**src/rtl/victim_control_if.sv**
```systemverilog
// L1/L2 handshake plus datapath select/status bundle for the victim cache controller.
interface victim_control_if;
    logic       mem_read;
    logic       mem_write;
    logic       mem_resp;
    logic       pmem_read;
    logic       pmem_write;
    logic       pmem_resp;
    logic [7:0] Hit;
    logic [7:0] Valid;
    logic [7:0] Dirty;
    logic [7:0] write;
    logic [7:0] datainmux_sel;
    logic [2:0] dataoutmux_sel;
    logic [2:0] pmem_wdatamux_sel;
    logic [2:0] basemux_sel;
    logic       pmem_address_mux_sel;
    logic       valid_data;
    logic       dirty_data;

    modport master (
        input  mem_read, mem_write, pmem_resp, Hit, Valid, Dirty,
        output mem_resp, pmem_read, pmem_write, write, datainmux_sel,
               dataoutmux_sel, pmem_wdatamux_sel, basemux_sel,
               pmem_address_mux_sel, valid_data, dirty_data
    );

    modport slave (
        output mem_read, mem_write, pmem_resp, Hit, Valid, Dirty,
        input  mem_resp, pmem_read, pmem_write, write, datainmux_sel,
               dataoutmux_sel, pmem_wdatamux_sel, basemux_sel,
               pmem_address_mux_sel, valid_data, dirty_data
    );
endinterface

```
**src/rtl/victim_control.sv**
```systemverilog
// Controller for the 4-way fully associative victim cache: lookup, install, dirty writeback, true LRU.
// Optional hit/miss counters are enabled with the VICTIM_PERF_CNT_EN macro.
module victim_control #(
    parameter int NUM_WAYS = 4
) (
    input  logic              clk,
    input  logic              rst_n,
    victim_control_if.master  bus
`ifdef VICTIM_PERF_CNT_EN
    ,
    output logic [15:0]       hit_count,
    output logic [15:0]       miss_count
`endif
);

    typedef enum logic [2:0] {
        IDLE,
        WR_HIT,
        INSTALL,
        RD_HIT,
        L2_RD,
        WB
    } state_t;

    state_t     state_q, state_d;
    logic [1:0] way_q, way_d;
    logic [1:0] age_q [NUM_WAYS];
    logic [1:0] age_d [NUM_WAYS];

    logic [3:0] hitVec;
    logic [3:0] validVec;
    logic [3:0] dirtyVec;
    logic       anyHit;
    logic [1:0] hitWay;
    logic [1:0] victimWay;
    logic       anyInvalid;
    logic       unusedStatus;

    assign hitVec       = bus.Hit[3:0] & bus.Valid[3:0];
    assign validVec     = bus.Valid[3:0];
    assign dirtyVec     = bus.Dirty[3:0];
    assign anyHit       = |hitVec;
    assign unusedStatus = ^{bus.Hit[7:4], bus.Valid[7:4], bus.Dirty[7:4]};

    // Lowest-index hit way; victim is the lowest invalid way, else the oldest (age 3).
    always_comb begin
        hitWay     = 2'd0;
        victimWay  = 2'd0;
        anyInvalid = 1'b0;
        for (int i = NUM_WAYS - 1; i >= 0; i--) begin
            if (hitVec[i]) hitWay = 2'(i);
        end
        for (int i = NUM_WAYS - 1; i >= 0; i--) begin
            if (age_q[i] == 2'd3) victimWay = 2'(i);
        end
        for (int i = NUM_WAYS - 1; i >= 0; i--) begin
            if (!validVec[i]) begin
                victimWay  = 2'(i);
                anyInvalid = 1'b1;
            end
        end
    end

    always_comb begin
        state_d = state_q;
        way_d   = way_q;
        for (int i = 0; i < NUM_WAYS; i++) age_d[i] = age_q[i];

        unique case (state_q)
            IDLE: begin
                if (bus.mem_write) begin
                    if (anyHit) begin
                        state_d = WR_HIT;
                        way_d   = hitWay;
                    end else begin
                        way_d   = victimWay;
                        state_d = (!anyInvalid && dirtyVec[victimWay]) ? WB : INSTALL;
                    end
                end else if (bus.mem_read) begin
                    if (anyHit) begin
                        state_d = RD_HIT;
                        way_d   = hitWay;
                    end else begin
                        state_d = L2_RD;
                    end
                end
            end
            WR_HIT, INSTALL, RD_HIT: begin
                state_d = IDLE;
                for (int i = 0; i < NUM_WAYS; i++) begin
                    if (age_q[i] < age_q[way_q]) age_d[i] = age_q[i] + 2'd1;
                end
                age_d[way_q] = 2'd0;
            end
            L2_RD: begin
                if (bus.pmem_resp) state_d = IDLE;
            end
            WB: begin
                if (bus.pmem_resp) state_d = INSTALL;
            end
            default: state_d = IDLE;
        endcase
    end

    always_ff @(posedge clk or negedge rst_n) begin
        if (!rst_n) begin
            state_q <= IDLE;
            way_q   <= 2'd0;
            for (int i = 0; i < NUM_WAYS; i++) age_q[i] <= 2'(i);
        end else begin
            state_q <= state_d;
            way_q   <= way_d;
            for (int i = 0; i < NUM_WAYS; i++) age_q[i] <= age_d[i];
        end
    end

    logic [3:0] wayOneHot;
    assign wayOneHot = 4'b0001 << way_q;

    // Outputs decode from state and latched way only; L2_RD forwards pmem_resp as mem_resp.
    always_comb begin
        bus.mem_resp             = 1'b0;
        bus.pmem_read            = 1'b0;
        bus.pmem_write           = 1'b0;
        bus.write                = 8'h00;
        bus.datainmux_sel        = 8'h00;
        bus.dataoutmux_sel       = 3'd0;
        bus.pmem_wdatamux_sel    = 3'd0;
        bus.basemux_sel          = 3'd0;
        bus.pmem_address_mux_sel = 1'b0;
        bus.valid_data           = 1'b0;
        bus.dirty_data           = 1'b0;

        unique case (state_q)
            WR_HIT, INSTALL: begin
                bus.write         = {4'b0000, wayOneHot};
                bus.datainmux_sel = {4'b0000, wayOneHot};
                bus.valid_data    = 1'b1;
                bus.dirty_data    = 1'b1;
                bus.mem_resp      = 1'b1;
            end
            RD_HIT: begin
                bus.dataoutmux_sel = {1'b0, way_q};
                bus.mem_resp       = 1'b1;
            end
            L2_RD: begin
                bus.pmem_read      = 1'b1;
                bus.dataoutmux_sel = 3'd4;
                bus.mem_resp       = bus.pmem_resp;
            end
            WB: begin
                bus.pmem_write           = 1'b1;
                bus.pmem_address_mux_sel = 1'b1;
                bus.basemux_sel          = {1'b0, way_q};
                bus.pmem_wdatamux_sel    = {1'b0, way_q};
            end
            default: ;
        endcase
    end

`ifdef VICTIM_PERF_CNT_EN
    logic hitInc, missInc;
    assign hitInc  = (state_q == IDLE) && ((state_d == RD_HIT) || (state_d == WR_HIT));
    assign missInc = (state_q == IDLE) &&
                     ((state_d == L2_RD) || (state_d == WB) || (state_d == INSTALL));

    always_ff @(posedge clk or negedge rst_n) begin
        if (!rst_n) begin
            hit_count  <= 16'd0;
            miss_count <= 16'd0;
        end else begin
            if (hitInc && hit_count != 16'hFFFF)   hit_count  <= hit_count + 16'd1;
            if (missInc && miss_count != 16'hFFFF) miss_count <= miss_count + 16'd1;
        end
    end
`endif

endmodule
```
**src/flat_wrapper.sv**
```systemverilog
// flat-port wrapper written by rule: the top's interface ports become plain ports
module victim_control_flat 
#(
    parameter int NUM_WAYS = 4
)
  (clk, rst_n, bus_mem_read, bus_mem_write, bus_pmem_resp, bus_Hit, bus_Valid, bus_Dirty, bus_mem_resp, bus_pmem_read, bus_pmem_write, bus_write, bus_datainmux_sel, bus_dataoutmux_sel, bus_pmem_wdatamux_sel, bus_basemux_sel, bus_pmem_address_mux_sel, bus_valid_data, bus_dirty_data);
  victim_control_if bus_i ();
  input  logic clk;
  input  logic rst_n;
  input wire logic [$bits(bus_i.mem_read)-1:0] bus_mem_read;
  input wire logic [$bits(bus_i.mem_write)-1:0] bus_mem_write;
  input wire logic [$bits(bus_i.pmem_resp)-1:0] bus_pmem_resp;
  input wire logic [$bits(bus_i.Hit)-1:0] bus_Hit;
  input wire logic [$bits(bus_i.Valid)-1:0] bus_Valid;
  input wire logic [$bits(bus_i.Dirty)-1:0] bus_Dirty;
  output wire logic [$bits(bus_i.mem_resp)-1:0] bus_mem_resp;
  output wire logic [$bits(bus_i.pmem_read)-1:0] bus_pmem_read;
  output wire logic [$bits(bus_i.pmem_write)-1:0] bus_pmem_write;
  output wire logic [$bits(bus_i.write)-1:0] bus_write;
  output wire logic [$bits(bus_i.datainmux_sel)-1:0] bus_datainmux_sel;
  output wire logic [$bits(bus_i.dataoutmux_sel)-1:0] bus_dataoutmux_sel;
  output wire logic [$bits(bus_i.pmem_wdatamux_sel)-1:0] bus_pmem_wdatamux_sel;
  output wire logic [$bits(bus_i.basemux_sel)-1:0] bus_basemux_sel;
  output wire logic [$bits(bus_i.pmem_address_mux_sel)-1:0] bus_pmem_address_mux_sel;
  output wire logic [$bits(bus_i.valid_data)-1:0] bus_valid_data;
  output wire logic [$bits(bus_i.dirty_data)-1:0] bus_dirty_data;
  assign bus_i.mem_read = bus_mem_read;
  assign bus_i.mem_write = bus_mem_write;
  assign bus_i.pmem_resp = bus_pmem_resp;
  assign bus_i.Hit = bus_Hit;
  assign bus_i.Valid = bus_Valid;
  assign bus_i.Dirty = bus_Dirty;
  assign bus_mem_resp = bus_i.mem_resp;
  assign bus_pmem_read = bus_i.pmem_read;
  assign bus_pmem_write = bus_i.pmem_write;
  assign bus_write = bus_i.write;
  assign bus_datainmux_sel = bus_i.datainmux_sel;
  assign bus_dataoutmux_sel = bus_i.dataoutmux_sel;
  assign bus_pmem_wdatamux_sel = bus_i.pmem_wdatamux_sel;
  assign bus_basemux_sel = bus_i.basemux_sel;
  assign bus_pmem_address_mux_sel = bus_i.pmem_address_mux_sel;
  assign bus_valid_data = bus_i.valid_data;
  assign bus_dirty_data = bus_i.dirty_data;
  victim_control #(.NUM_WAYS(NUM_WAYS)) u_core (.clk(clk), .rst_n(rst_n), .bus(bus_i));
endmodule
```
**config.mk**
```make
export PLATFORM = sky130hd
export DESIGN_NAME = victim_control_flat
export DESIGN_NICKNAME = d
export VERILOG_FILES = /design/src/rtl/victim_control_if.sv /design/src/rtl/victim_control.sv /design/src/flat_wrapper.sv
export SDC_FILE = /design/constraint.sdc
export NUM_CORES = 1
export LEC_CHECK = 0
export CAP_MARGIN = 10
export CORE_MARGIN = 4
export CORE_UTILIZATION = 43
export CTS_CLUSTER_DIAMETER = 40
export DETAILED_ROUTE_END_ITERATION = 6
export PLACE_DENSITY = 0.81
export SYNTH_ARGS = -nofsm -noshare
export SYNTH_HDL_FRONTEND = slang
export SYNTH_SLANG_ARGS = --single-unit
```
**constraint.sdc**
```tcl
create_clock -name clk -period 2.25 [get_ports clk]
set_input_delay 0.3375 -clock clk [delete_from_list [all_inputs] [get_ports clk]]
set_output_delay 0.3375 -clock clk [all_outputs]
set_load 0.02 [all_outputs]
```
==> Word level (Yosys, flattened, before mapping) <==
Cells that the tools add are included.
Widths: inputs -> output; s select.
{ "word_totals": {"output_inout_bits": 31, "input_bits": 29, "register_bits": 13, "elab_cells": 95} }
{ "classes": {"addsub": 4, "n_reduce_logical": 11, "n_bitwise": 4, "shift": 1, "mux": 50, "eq_ne": 12, "magnitude_cmp": 7} }
{ "ops": {"columns": ["operator", "count"], "rows": [
  ["$mux 2", 28],
  ["$mux 3", 7],
  ["$pmux 3 s3", 1],
  ["$add 2x1->2 const B", 4],
  ["$and 8x8->8", 1],
  ["$eq 2x2->1 const B", 4],
  ["$lt 2x2->1", 4],
  ["$mux 1", 8],
  ["$not 8->8", 1],
  ["$eq 3x2->1 const B", 2],
  ["$eq 3x3->1 const B", 2],
  ["$pmux 3 s2", 1],
  ["$reduce_and 3->1", 2],
  ["$and 4x4->4", 1],
  ["$bmux 2 s2", 1],
  ["$demux 2 s2", 1],
  ["$mux 4", 1],
  ["$ne 2x2->1 const B", 2],
  ["$reduce_bool 2->1", 2],
  ["$reduce_or 4->1", 1],
  ["$shl 1x2->4 const A", 1],
  ["$eq 3x1->1 const B", 1],
  ["$ge 3x3->1 const B", 1],
  ["$logic_not 3->1", 1],
  ["other kinds (10)", 11]
]} }

==> Depth between registers and ports, before layout <==
{ "depth": {"word_depth": 16, "depth_mapped": 8, "mapped_depth_nobuf": 7} }

==> Worst setup path after synthesis <==
Ideal clock, no wire load.
{ "synth_timing": {"path_kind": "reg2reg", "start": "reg u_core.way_q[0]", "end": "reg u_core.age_q[5] in the netlist's numbering", "period_less_slack_ns": 1.951, "required_ns": 2.128, "path_slack_ns": 0.299, "path_stages_with_launch": 8, "arrival_time_ns": 1.829, "path_cell_list": "dfrtp_1 > buf_2 > mux4_2 > inv_1 > ha_1 > a21oi_1 > mux2i_1 > nor2_1"} }
{ "synth_via": {"elab_chain_len": 8, "word_cells_on_any_way": 14, "cone_classes": "order compare: 3; mux: 7; bitwise: 3; reduce/logical: 1"} }
{ "synth_lines": {"columns": ["item", "line_no", "source"], "rows": [
  ["from (decl)", "victim_control.sv:26", "logic [1:0] way_q, way_d;"],
  ["from (signal assigned)", "victim_control.sv:112", "way_q <= way_d;"],
  ["$not 2->3 (not written as such) (*)", "victim_control.sv:91, victim_control.sv:93", null],
  ["$bmux 2 s2", "victim_control.sv:91", "if (age_q[i] < age_q[way_q]) age_d[i] = age_q[i] + 2'd1;"],
  ["$mux 2 (not written as such) (2 in series)", "victim_control.sv:91", null],
  ["$lt 2x2->1", "victim_control.sv:91", null],
  ["$mux 2", "victim_control.sv:91", null],
  ["$mux 2", "victim_control.sv:69", "unique case (state_q)"],
  ["$and 8x8->8 (no source line) (*)", null, null],
  ["to (decl)", "victim_control.sv:27", "logic [1:0] age_q [NUM_WAYS];"]
]} }
Mark *: on every way between the ends. The rest lies on a longest branch, timed or not. The select of a mux whose other input is x is not followed.
A chain may end at the register's enable or synchronous reset.

==> Worst setup path after layout <==
{ "layout_timing": {"start": "reg u_core.state_q[1]", "end": "out bus_pmem_wdatamux_sel[1]"} }
{ "layout_via": {"elab_chain_len": 2} }
{ "layout_lines": {"columns": ["item", "line_no", "source"], "rows": [
  ["from (decl)", "victim_control.sv:25", "state_t state_q, state_d;"],
  ["from (signal assigned)", "victim_control.sv:111", "state_q <= state_d;"],
  ["$eq 3x3->1", "victim_control.sv:134", "unique case (state_q)"],
  ["$mux 2", "victim_control.sv:134", null],
  ["to (decl)", "flat_wrapper.sv:22", "output wire logic [$bits(bus_i.pmem_wdatamux_sel)-1:0] bus_pmem_wdatamux_sel;"]
]} }
No other way between the ends.

==> impl_metrics.ini <==
[finish]
seqCellArea_um2 = 335
antenna_cells = 0
final_common_cell = clkdlybuf4s50_1
layout_common_cells = clkdlybuf4s50_1 (27), nand2_1 (18), nor2_1 (14), a21oi_1 (10), conb_1 (10)
instances_no_fill = 243
syn_to_final_growth_pct = 25.5
layout.nets = 237
multi_input_area_um2 = 901
drive_above_1_share = 0.126
n_fill_cell = 298

[clock_tree]
cts_max_level = 1
worstSkewPairLatency_ns = 0.29
clk_pin_slew_ns = 0.09
clock_path_buffers = 2
ctsHoldBuffers = 0
cts_tree = done
cts_buffers = 3
cts_root_buf = clkbuf_4
numClockSinks = 13
postCtsSetupRepairBufs = 0

[pwr]
internal_power_w = 0.000644
p_leak_nw = 0.847
p_sw_frac = 0.452
p_sw_w = 0.000532
ir_worst_vdd_mv = 0.233
pwr-share-clk = 0.132
power.density_nw_per_um2 = 673
pwr-share-seq = 0.304
pwr-share-comb = 0.564

[critical_path]
r2r-end = u_core.state_q[1]
crit_type = flop to output pin
path_max_fanout = 7
r2r_cells = 6
critPathBufInv = 1
cp.required_ns = 1.91
path_depth = 3
endpoint = bus_pmem_wdatamux_sel[1]
cp_data_arrival_time_ns = 1.82
start_kind = flop
crit_family = buffers and inverters
slowest_stage = clkdlybuf4s50_1
crit-reg2reg-launch = u_core.age_q[0]
crit_chain = and3b_2 -> and2_1 -> clkdlybuf4s50_1
slowest_delay_ns = 0.60
crit_path_end_kind = output pin
critical_path.startpoint = u_core.state_q[1]
rrSetupSlack_ns = 0.18

[floorplan]
io_pins = 60
start_util = 0.452
dieHeight_um = 64.9
die_x_um = 64.9
die_area_um2 = 4210
core_um2 = 3080
core.rowCount = 20

[yosys]
synth_area_per_cell_um2 = 8.23
synth-async-reset-ratio = 1.00
ys_ff_latch = 13
synth-seq-area-share = 0.237
netlist.area_leader.share = 0.162
synth_top_cell_by_area = dfrtp_1
synth_flop_cell = dfrtp_1
synthCells = 169
yosys_warnings = 0
synth_edf_count = 0
synth_area_um2 = 1390
synth.area.top_cells = dfrtp_1 (16%), buf_4 (11%), dfstp_2 (7.6%), ha_1 (7.2%), nand2_1 (4.9%)
synth_cell_types = 48

[timing]
period_minus_slack_ns = 2.16
relSlewSlack = 0.583
fin_skew_ns = 0.00656
setup_viol = 0
slew_violations = 0
final-hold-violation-count = 0
rsz0062_at_grt = false
worst_slack_ns = 0.0925
post-route-period-util = 0.959
fin_setup_tns_ns = 0
fmax_mhz = 463
hold_ws_ns = 0.426
worstMarginPinSlew_ns = 0.624

[detailed_routing]
drc = 0
drt_iter0_markers = 85
routedWlPerCell_um = 13.2
first_pass_iters = 4
via_per_inst = 5.30
num_vias = 1289
wl_um = 3200
ant_nets = 0

[global_routing]
grt_overflow_total = 0
grt_max_degree = 14
grt_pass1_vias = 1186
grt_first_pass_wirelength_um = 5280
gr-usage-all-layers = 0.161
antenna_found_initial = 0

[placement]
dpl.hpwl_um = 2600
dp.cells = 239
io_buffers = 37
place_congestion = 0.814
pre_cts_slack_ns = 0.145

[run]
max_cap_viol_count = 0

[worst_hold_path]
min_path_type = input port to asynchronous set/reset pin

[run_status]
status = finished clean
-- per-layer routing --
| layer | share of wire | GRT usage | vias to the layer above |
|---|---|---|---|
| met3 | 0.064 | 0.0312 | 5 |
| met5 | 0 | 0 | - |
| met4 | 0.016 | 0.0686 | 0 |
| met1 | 0.41 | 0.194 | 607 |
| li1 | - | - | 635 |
| met2 | 0.51 | 0.277 | 42 |
-- flip-flops by register name, summed over array words and instances (netlist names) --
signal and count:
u_core.age_q 8, u_core.state_q 3, u_core.way_q 2
-- Yosys cell counts, types with 5 or more instances --
master    instances
nor2_1           14
buf_4            20
nand2b_1          8
mux2i_1           6
a21oi_1          10
nand2_1          18
and2_1            6
dfrtp_1           9
ha_1              8
inv_1             5
-- power by group through the flow --
| stage | logic, W | registers [W] | clock network [W] |
|---|---|---|---|
| after global placement | 0.000679 | 0.000352 | 0 |
| final | 0.000663 | 0.000357 | 0.000156 |
| after CTS | 0.000667 | 0.000357 | 0.000159 |
| after global routing | 0.000715 | 0.000371 | 0.000170 |
| after detailed placement | 0.000691 | 0.000355 | 0 |
| after floorplan | 0.000518 | 0.000294 | 0 |
-- cell type report --
type / instances / area share
Tap cell: 44 / 0.0315
Clock buffer: 4 / 0.0150
Timing Repair Buffer: 42 / 0.233
Sequential cell: 13 / 0.192
Multi-Input combinational cell: 134 / 0.516
Inverter: 6 / 0.0129
-- worst min path at each step --
stage	from	end	slack [ns]
4_1_cts	rst_n	u_core.state_q[2]	0.44
6_report	rst_n	u_core.state_q[2]	0.43
5_1_grt	rst_n	u_core.state_q[2]	0.47
3_5_place_dp	u_core.age_q[0]	u_core.age_q[0]	0.55
2_1_floorplan	rst_n	u_core.age_q[2]	0.04
3_3_place_gp	u_core.age_q[4]	u_core.age_q[4]	0.53
-- stage by stage --
| step | cell area (um^2) | util | total power (W) |
|---|---|---|---|
| after global routing | 1750 | 0.567 | 0.00126 |
| after CTS | 1740 | 0.565 | 0.00118 |
| after floorplan | 1430 | - | 0.000813 |
| after detailed placement | 1720 | 0.557 | 0.00105 |
| final | 1750 | 0.567 | 0.00118 |
| after global placement | 1720 | 0.557 | 0.00103 |
-- cell families after synthesis --
logic type / synth area share
simple gates: 0.257
compound gates: 0.192
other cells: 0.00270
buf+inv: 0.140
mux: 0.0917
flops: 0.237
xor+xnor: 0.00630
fa+ha+maj: 0.0719
-- what timing repair did --
item,in CTS,in global routing
endpoints found under the setup margin,10,5
pin swaps,0,0
gates resized for setup,11,4
endpoints found under the hold margin,0,0
Note: power is estimated with default switching activity, not from simulation.
